**config.mk**
```make
export PLATFORM = sky130hd
export DESIGN_NAME = dmem_bridge
export DESIGN_NICKNAME = d
export VERILOG_FILES = /design/src/rtl/dmem_bridge.sv
export SDC_FILE = /design/constraint.sdc
export NUM_CORES = 1
export LEC_CHECK = 0
export ABC_AREA = 1
export CAP_MARGIN = 5
export CORE_ASPECT_RATIO = 2
export CORE_MARGIN = 2
export CORE_UTILIZATION = 47
export CTS_BUF_LIST = sky130_fd_sc_hd__clkbuf_4
export DETAILED_ROUTE_END_ITERATION = 8
export PLACE_DENSITY = 0.88
export SYNTH_ARGS = -nofsm -noshare
export SYNTH_HDL_FRONTEND = slang
export SYNTH_SLANG_ARGS = --single-unit
```
**constraint.sdc**
```tcl
create_clock -name clk -period 3.6 [get_ports clk]
set_input_delay 0.72 -clock clk [delete_from_list [all_inputs] [get_ports clk]]
set_output_delay 0.72 -clock clk [all_outputs]
set_load 0.02 [all_outputs]
```
**src/rtl/dmem_bridge.sv**
```systemverilog
// Data-memory bridge: turns datapath load/store strobes into a req/ack bus transaction and
// stalls the core until it retires. Define DMEM_ALIGN_CHECK_EN to reject misaligned accesses.
module dmem_bridge #(
  parameter int unsigned AW      = 32,
  parameter int unsigned DW      = 32,
  parameter int unsigned TIMEOUT = 255
) (
  input  logic          clk,
  input  logic          reset,
  input  logic          memread,
  input  logic          memwrite,
  input  logic [AW-1:0] addr,
  input  logic [DW-1:0] wdata,
  output logic [DW-1:0] rdata,
  output logic          stall,
  output logic          bus_req,
  output logic          bus_we,
  output logic [AW-1:0] bus_addr,
  output logic [DW-1:0] bus_wdata,
  input  logic          bus_ack,
  input  logic [DW-1:0] bus_rdata,
  output logic          err,
  output logic          misalign
);

  localparam int unsigned CW = (TIMEOUT < 2) ? 1 : $clog2(TIMEOUT);
  localparam logic [CW-1:0] CntLast = CW'(TIMEOUT - 1);
  localparam logic [31:0] ReadErrWord = 32'hDEADBEEF;
  localparam logic [DW-1:0] ReadErr = DW'(ReadErrWord);

  typedef enum logic [1:0] {StIdle, StReq, StDone} state_e;

  state_e        state_q, state_d;
  logic [CW-1:0] cnt_q, cnt_d;
  logic          req_q, req_d;
  logic          we_q, we_d;
  logic [AW-1:0] addr_q, addr_d;
  logic [DW-1:0] wdata_q, wdata_d;
  logic [DW-1:0] rdata_q, rdata_d;
  logic          err_q, err_d;
  logic          access;
  logic          bad_align;

  assign access = memread | memwrite;

`ifdef DMEM_ALIGN_CHECK_EN
  logic mis_q, mis_d;
  assign bad_align = (addr[1:0] != 2'b00);
  assign misalign  = mis_q;
`else
  // Low address bits are dropped silently in this build.
  logic unused_addr_lo;
  assign unused_addr_lo = ^addr[1:0];
  assign bad_align      = 1'b0;
  assign misalign       = 1'b0;
`endif

  always_comb begin
    state_d = state_q;
    cnt_d   = cnt_q;
    req_d   = req_q;
    we_d    = we_q;
    addr_d  = addr_q;
    wdata_d = wdata_q;
    rdata_d = rdata_q;
    err_d   = err_q;
`ifdef DMEM_ALIGN_CHECK_EN
    mis_d   = 1'b0;
`endif
    unique case (state_q)
      StIdle: begin
        if (access) begin
          if (bad_align) begin
            err_d   = 1'b1;
            state_d = StDone;
`ifdef DMEM_ALIGN_CHECK_EN
            mis_d   = 1'b1;
`endif
          end else begin
            addr_d  = {addr[AW-1:2], 2'b00};
            wdata_d = wdata;
            we_d    = memwrite;
            req_d   = 1'b1;
            cnt_d   = '0;
            state_d = StReq;
          end
        end
      end
      StReq: begin
        if (bus_ack) begin
          req_d   = 1'b0;
          if (!we_q) rdata_d = bus_rdata;
          state_d = StDone;
        end else if (cnt_q == CntLast) begin
          // Abort: memory never answered within the wait budget.
          req_d   = 1'b0;
          err_d   = 1'b1;
          if (!we_q) rdata_d = ReadErr;
          state_d = StDone;
        end else begin
          cnt_d = cnt_q + CW'(1);
        end
      end
      StDone: state_d = StIdle;
      default: state_d = StIdle;
    endcase
  end

  always_ff @(posedge clk or negedge reset) begin
    if (!reset) begin
      state_q <= StIdle;
      cnt_q   <= '0;
      req_q   <= 1'b0;
      we_q    <= 1'b0;
      addr_q  <= '0;
      wdata_q <= '0;
      rdata_q <= '0;
      err_q   <= 1'b0;
`ifdef DMEM_ALIGN_CHECK_EN
      mis_q   <= 1'b0;
`endif
    end else begin
      state_q <= state_d;
      cnt_q   <= cnt_d;
      req_q   <= req_d;
      we_q    <= we_d;
      addr_q  <= addr_d;
      wdata_q <= wdata_d;
      rdata_q <= rdata_d;
      err_q   <= err_d;
`ifdef DMEM_ALIGN_CHECK_EN
      mis_q   <= mis_d;
`endif
    end
  end

  // The retiring instruction sees stall low only in DONE.
  assign stall     = access & (state_q != StDone);
  assign bus_req   = req_q;
  assign bus_we    = we_q;
  assign bus_addr  = addr_q;
  assign bus_wdata = wdata_q;
  assign rdata     = rdata_q;
  assign err       = err_q;

endmodule
```
==> results of run 1 <==
-- power by group --
part	total [uW]	internal (uW)	switching, uW
clock network	614	216	398
registers	2060	1740	316
logic	3100	1320	1780
total	5770	3280	2490
-- layer usage --
layer  wire, um  track usage (%)  vias up
li1           -                -     2056
met1       4629            28.17     1978
met2       6468            38.54      188
met3        889            6.856       41
met4        599            13.04        0
met5          0                0        -
-- sequential cells by signal (all words and copies together), names as in the netlist --
register   flops
bus_wdata     32
rdata         32
bus_addr      30
cnt_q          8
state_q        2
bus_req        1
bus_we         1
err            1
-- layout make-up --
| class | count | area (um^2) | share of cell area (%) |
|---|---|---|---|
| antenna | 1 | 2.502 | 0.03670 |
| clock buffer | 9 | 67.56 | 0.9910 |
| clock inverter | 7 | 76.32 | 1.119 |
| inverter | 13 | 48.80 | 0.7157 |
| multi-input combinational | 375 | 1763 | 25.86 |
| sequential | 107 | 2678 | 39.27 |
| tap | 132 | 165.2 | 2.422 |
| timing repair buffer | 202 | 2017 | 29.58 |
-- cell usage after synthesis (4+ instances only) --
master    instances
nand3_1          67
o21ai_1           6
or2_2             5
nand4_1          32
inv_2             4
buf_6             4
clkbuf_1         16
inv_1             9
nor2_1            5
nand2_1         217
or2_1            19
dfrtp_1         107
buf_4            11
buf_2             5
-- worst max-delay path by stage --
stage	startpoint	end	slack [ns]	cells after the start
6_report	memwrite	stall	0.79	4
5_1_grt	memwrite	stall	0.75	4
4_1_cts	memwrite	stall	0.79	4
3_5_place_dp	memwrite	cnt_q[3]	0.74	9
3_3_place_gp	memwrite	stall	0.80	4
2_1_floorplan	memwrite	stall	1.38	4
-- cells by family after synthesis --
logic type,Yosys count
and+or+nand+nor,357
buffers and inverters,50
other,1
DFF,107
xor gates and xnor gates,3
AOI/OAI and AO/OA,10
adders and majority gates,2
-- stage by stage --
step / instance area (um^2) / hold WS [ns]
2_1_floorplan: 4703 / 0.4244
6_report: 6818 / 0.2205
3_5_place_dp: 6671 / 0.4572
3_3_place_gp: 6671 / 0.4520
5_1_grt: 6818 / 0.2222
4_1_cts: 6815 / 0.2113
==> flow_metrics.env, run 1 <==
export IMPL_outcome="complete, no violations"
export IMPL_viasPerCell=5.039
export IMPL_syn_area_per_cell_um2=8.860
export IMPL_remaining_drc_errors=0
export IMPL_layout_commonest_cell="nand2_1"
export IMPL_leakagePower_uw=0.003244
export IMPL_p_per_area_mw_per_mm2=846.7
export IMPL_min_period_ns=2.811
export IMPL_cts_buffers=9
export IMPL_clk_pin_slew_ns=0.17
export IMPL_synth_edf_count=0
export IMPL_tightest_slew_ns=0.6521
export IMPL_ios=202
export IMPL_r2r_end="cnt_q[3]"
export IMPL_max_stage_delay_ns=0.54
export IMPL_numPortBuffers=196
export IMPL_yosys_top_cells_area="dfrtp_1, nand2_1, nand3_1, nand4_1, or2_1"
export IMPL_reg2reg_slack_ns=1.72
export IMPL_place_hpwl_mm=9.107
export IMPL_cp_start_kind="input port"
export IMPL_vias=4263
export IMPL_synth_simple_area_share_pct=34.93
export IMPL_reg2reg_depth=7
export IMPL_dieArea_mm2=0.01086
export IMPL_async_flop_share_pct=100.0
export IMPL_synth_cells=530
export IMPL_power_uw=5773
export IMPL_post_route_util_pct=69.83
export IMPL_cts_hold_buf=0
export IMPL_setup_viol=0
export IMPL_final_cell_mix="nand2_1, clkdlybuf4s50_1, dfrtp_1, nand3_1, nand4_1"
export IMPL_fp_dieW_um=74.68
export IMPL_syn2layout_area_growth_pct=45.19
export IMPL_rsz0062_at_grt="false"
export IMPL_fin_nets=811
export IMPL_routed_wl_mm=12.59
export IMPL_grt_use_total_pct=24.01
export IMPL_synth_adder_area_share_pct=0.5329
export IMPL_grt_start_max_net_pins=65
export IMPL_grt_pass1_wl_mm=20.16
export IMPL_clockBufferDepth=2
export IMPL_cp_cell_sequence="clkdlybuf4s50_1, or2_2, o21a_1, clkdlybuf4s50_1"
export IMPL_firstDrtPassIters=4
export IMPL_num_rows=51
export IMPL_synth_compound_area_share_pct=1.226
export IMPL_cts_resized=0
export IMPL_synth_top_flop_cell="dfrtp_1"
export IMPL_place_ws_ns=0.7433
export IMPL_antenna_found_initial=1
export IMPL_crit_type="input port to primary output"
export IMPL_die_h_um=145.4
export IMPL_wl_per_cell_um=14.88
export IMPL_postCtsSetupRepairBufs=0
export IMPL_crit_fanout=2
export IMPL_cpMaxStageDelayCell="clkdlybuf4s50_1"
export IMPL_clockRootBuffer="clkbuf_4"
export IMPL_grt_pass1_vias=4157
export IMPL_hold_violations=0
export IMPL_initial_core_util_pct=48.10
export IMPL_crit_buf_inv=2
export IMPL_synth_top_area_share_pct=57.02
export IMPL_skew_ns=0.02356
export IMPL_ant_nets=0
export IMPL_core_mm2=0.009763
export IMPL_synth_xor_area_share_pct=0.5596
export IMPL_setup_ws_ns=0.7895
export IMPL_seq_area_frac_synth_pct=57.02
export IMPL_n_fill_cell=752
export IMPL_end_kind="primary output"
export IMPL_grt_overflow=0
export IMPL_min_path_type="input port to async pin"
export IMPL_drive_above_1_share_pct=6.031
export IMPL_clock_sinks=107
export IMPL_dpl_cell_count=829
export IMPL_ys_ff_latch=107
export IMPL_max_vdd_ir_drop_uv=710.1
export IMPL_post_route_period_util_pct=78.07
export IMPL_syn_cell_area_mm2=0.004696
export IMPL_insertion_delay_ns=0.46
export IMPL_place_gp_congestion=0.8149
export IMPL_yosys_warnings=0
export IMPL_fin_setup_tns_ns=0
export IMPL_instances_no_fill=846
export IMPL_synthMuxAreaShare_pct=0
export IMPL_maxCapViolations=0
export IMPL_synth_largest_area_cell="dfrtp_1"
export IMPL_path_common_cell="clkdlybuf4s50_1"
export IMPL_synth_top_family_by_area="simple AND/OR/NAND/NOR gates"
export IMPL_crit_reg2reg_launch="state_q[0]"
export IMPL_cp_required_ns=2.88
export IMPL_synth_cell_types=30
export IMPL_slew_viol_final=0
export IMPL_max_freq_mhz=355.8
export IMPL_crit_family="buffers and inverters"
export IMPL_htreeDepth=3
export IMPL_cts_tree="built"
export IMPL_drtIter0Drc=341
export IMPL_max_slew_margin_rel_pct=56.46
export IMPL_worstPathArrival_ns=2.09
(Power assumes the default switching activity.)
==> inputs of run 2 (changes only) <==
CORE_UTILIZATION = 44   (was 47)
PLACE_DENSITY = 0.83   (was 0.88)
clock period = 2.85 ns   (was 3.6 ns; I/O delays follow)
==> run 2 against run 1 <==
  * Cell count grew 0.83%
  * Setup slack lost 0.50 ns
  * Register-to-register slack lost 0.73 ns
  * Via count grew 1.2%
  * Die area grew 6.5%
  * Utilization shrank 4.7 points
  * Clock skew shrank 0.0027 ns
  * Hold slack lost 0.029 ns
  * Wire length grew 2.9%
  * Highest routed layer unchanged
  * Non-clock buffer count grew 3
  * Count of clock-buffer cells in the layout grew 1
  * Clock power grew 29%
  * Largest power group unchanged
==> flow_metrics.env, run 2 (same netlist as run 1, synthesis figures left out) <==
export IMPL_clockBufferDepth=2
export IMPL_cp_start_kind="input port"
export IMPL_place_hpwl_mm=9.317
export IMPL_min_path_type="input port to async pin"
export IMPL_worstPathArrival_ns=1.99
export IMPL_timing_hold_ws_ns=0.1913
export IMPL_ant_nets=0
export IMPL_tightest_slew_ns=0.7225
export IMPL_max_vdd_ir_drop_uv=697.5
export IMPL_insertion_delay_ns=0.48
export IMPL_cts_hold_buf=0
export IMPL_maxCapViolations=0
export IMPL_leakagePower_uw=0.003247
export IMPL_viasPerCell=5.056
export IMPL_grt_pass1_wl_mm=20.84
export IMPL_die_h_um=150.1
export IMPL_final_area_mm2=0.006829
export IMPL_place_gp_congestion=0.8255
export IMPL_wl_per_cell_um=15.18
export IMPL_fin_nets=814
export IMPL_slew_viol_final=0
export IMPL_postCtsSetupRepairBufs=0
export IMPL_clockRootBuffer="clkbuf_4"
export IMPL_comb_power_share_pct=53.6
export IMPL_reg2reg_depth=9
export IMPL_multi_input_area_mm2=0.001763
export IMPL_final_cell_mix="nand2_1, clkdlybuf4s50_1, dfrtp_1, nand3_1, nand4_1"
export IMPL_cts_tree="built"
export IMPL_regArea_mm2=0.002678
export IMPL_grt_start_max_net_pins=64
export IMPL_reg2reg_slack_ns=0.99
export IMPL_power_switching_uw=3140
export IMPL_crit_fanout=3
export IMPL_skew_ns=0.02089
export IMPL_grt_pass1_vias=4263
export IMPL_dpl_cell_area_mm2=0.006688
export IMPL_rsz0062_at_grt="false"
export IMPL_crit_reg2reg_launch="cnt_q[0]"
export IMPL_p_per_area_mw_per_mm2=1069
export IMPL_min_period_ns=2.560
export IMPL_p_sw_share_pct=43.00
export IMPL_cts_buffers=9
export IMPL_cp_startpoint="memwrite"
export IMPL_max_freq_mhz=390.7
export IMPL_grt_use_total_pct=22.71
export IMPL_remaining_drc_errors=0
export IMPL_cp_required_ns=2.28
export IMPL_initial_core_util_pct=44.82
export IMPL_layout_commonest_cell="nand2_1"
export IMPL_dieArea_mm2=0.01156
export IMPL_num_rows=53
export IMPL_crit_type="input port to primary output"
export IMPL_post_route_period_util_pct=89.82
export IMPL_drive_above_1_share_pct=6.434
export IMPL_ios=202
export IMPL_vias=4313
export IMPL_cts_resized=0
export IMPL_max_slew_margin_rel_pct=51.84
export IMPL_firstDrtPassIters=5
export IMPL_clk_pin_slew_ns=0.17
export IMPL_clock_sinks=107
export IMPL_critPathCapture="stall"
export IMPL_r2r_end="rdata[20]"
export IMPL_drtIter0Drc=281
export IMPL_end_kind="primary output"
export IMPL_routed_wl_mm=12.95
export IMPL_clockPowerShare_pct=10.9
export IMPL_fp_dieW_um=77.05
export IMPL_htreeDepth=3
export IMPL_power_sequential_fraction_pct=35.5
export IMPL_fin_setup_tns_ns=0
export IMPL_n_fill_cell=894
export IMPL_antenna_found_initial=1
export IMPL_p_int_uw=4162
export IMPL_hold_violations=0
export IMPL_outcome="complete, no violations"
export IMPL_numPortBuffers=196
export IMPL_core_mm2=0.01048
export IMPL_syn2layout_area_growth_pct=45.43
export IMPL_grt_overflow=0
export IMPL_setup_viol=0
==> run 2: layout make-up <==
class                   count  area share (%)
repair buffers            205           29.68
well taps                 137           2.510
multi-input cells         375           25.82
clock buffers              10           1.099
clock inverters             5          0.9344
inverters                  13          0.7145
diodes                      1         0.03664
flip-flops and latches    107           39.21
==> run 2: how the worst min path moves through the flow <==
stage	cells after the start	slack, ns	to	startpoint
6_report	2	0.19	rdata[5]	reset
5_1_grt	2	0.19	rdata[15]	reset
4_1_cts	2	0.18	rdata[7]	reset
3_5_place_dp	2	0.46	bus_wdata[29]	bus_wdata[29]
3_3_place_gp	2	0.45	rdata[20]	rdata[20]
2_1_floorplan	0	0.27	bus_addr[10]	reset
==> run 2: per-layer routing <==
layer / track usage [%] / part of all wire, % / vias to the layer above
met5: 0 / 0 / -
li1: - / - / 2063
met4: 13.39 / 5.5 / 0
met3: 5.995 / 6.2 / 44
met2: 38.38 / 50 / 180
met1: 25.71 / 38 / 2026
==> run 2: power by group through the flow <==
stage	Sequential, uW	Clock (uW)	Combinational [uW]
2_1_floorplan	3420	0	1290
4_1_cts	2590	818	3960
3_5_place_dp	2620	0	3950
5_1_grt	2680	891	4230
3_3_place_gp	2590	0	3860
6_report	2590	795	3920
==> run 2: stage by stage <==
step | cells | power [uW] | utilization [%] | setup slack (ns)
3_3_place_gp | 837 | 6447 | 63.83 | 0.2913
6_report | 853 | 7302 | 65.18 | 0.2902
2_1_floorplan | 532 | 4709 | - | 0.9301
4_1_cts | 852 | 7370 | 65.15 | 0.2816
3_5_place_dp | 837 | 6568 | 63.83 | 0.2884
5_1_grt | 853 | 7794 | 65.18 | 0.2415
==> run 2: critical path: stages <==
cell and delay (ns):
clkdlybuf4s50_1 0.42, or2_2 0.34, o21a_1 0.12, clkdlybuf4s50_1 0.54
==> inputs of run 3 (changes only) <==
SKIP_CTS_REPAIR_TIMING = 1   (was default)
==> results of run 3 <==
Final layout, timing and power as in run 2 (identical DEF).
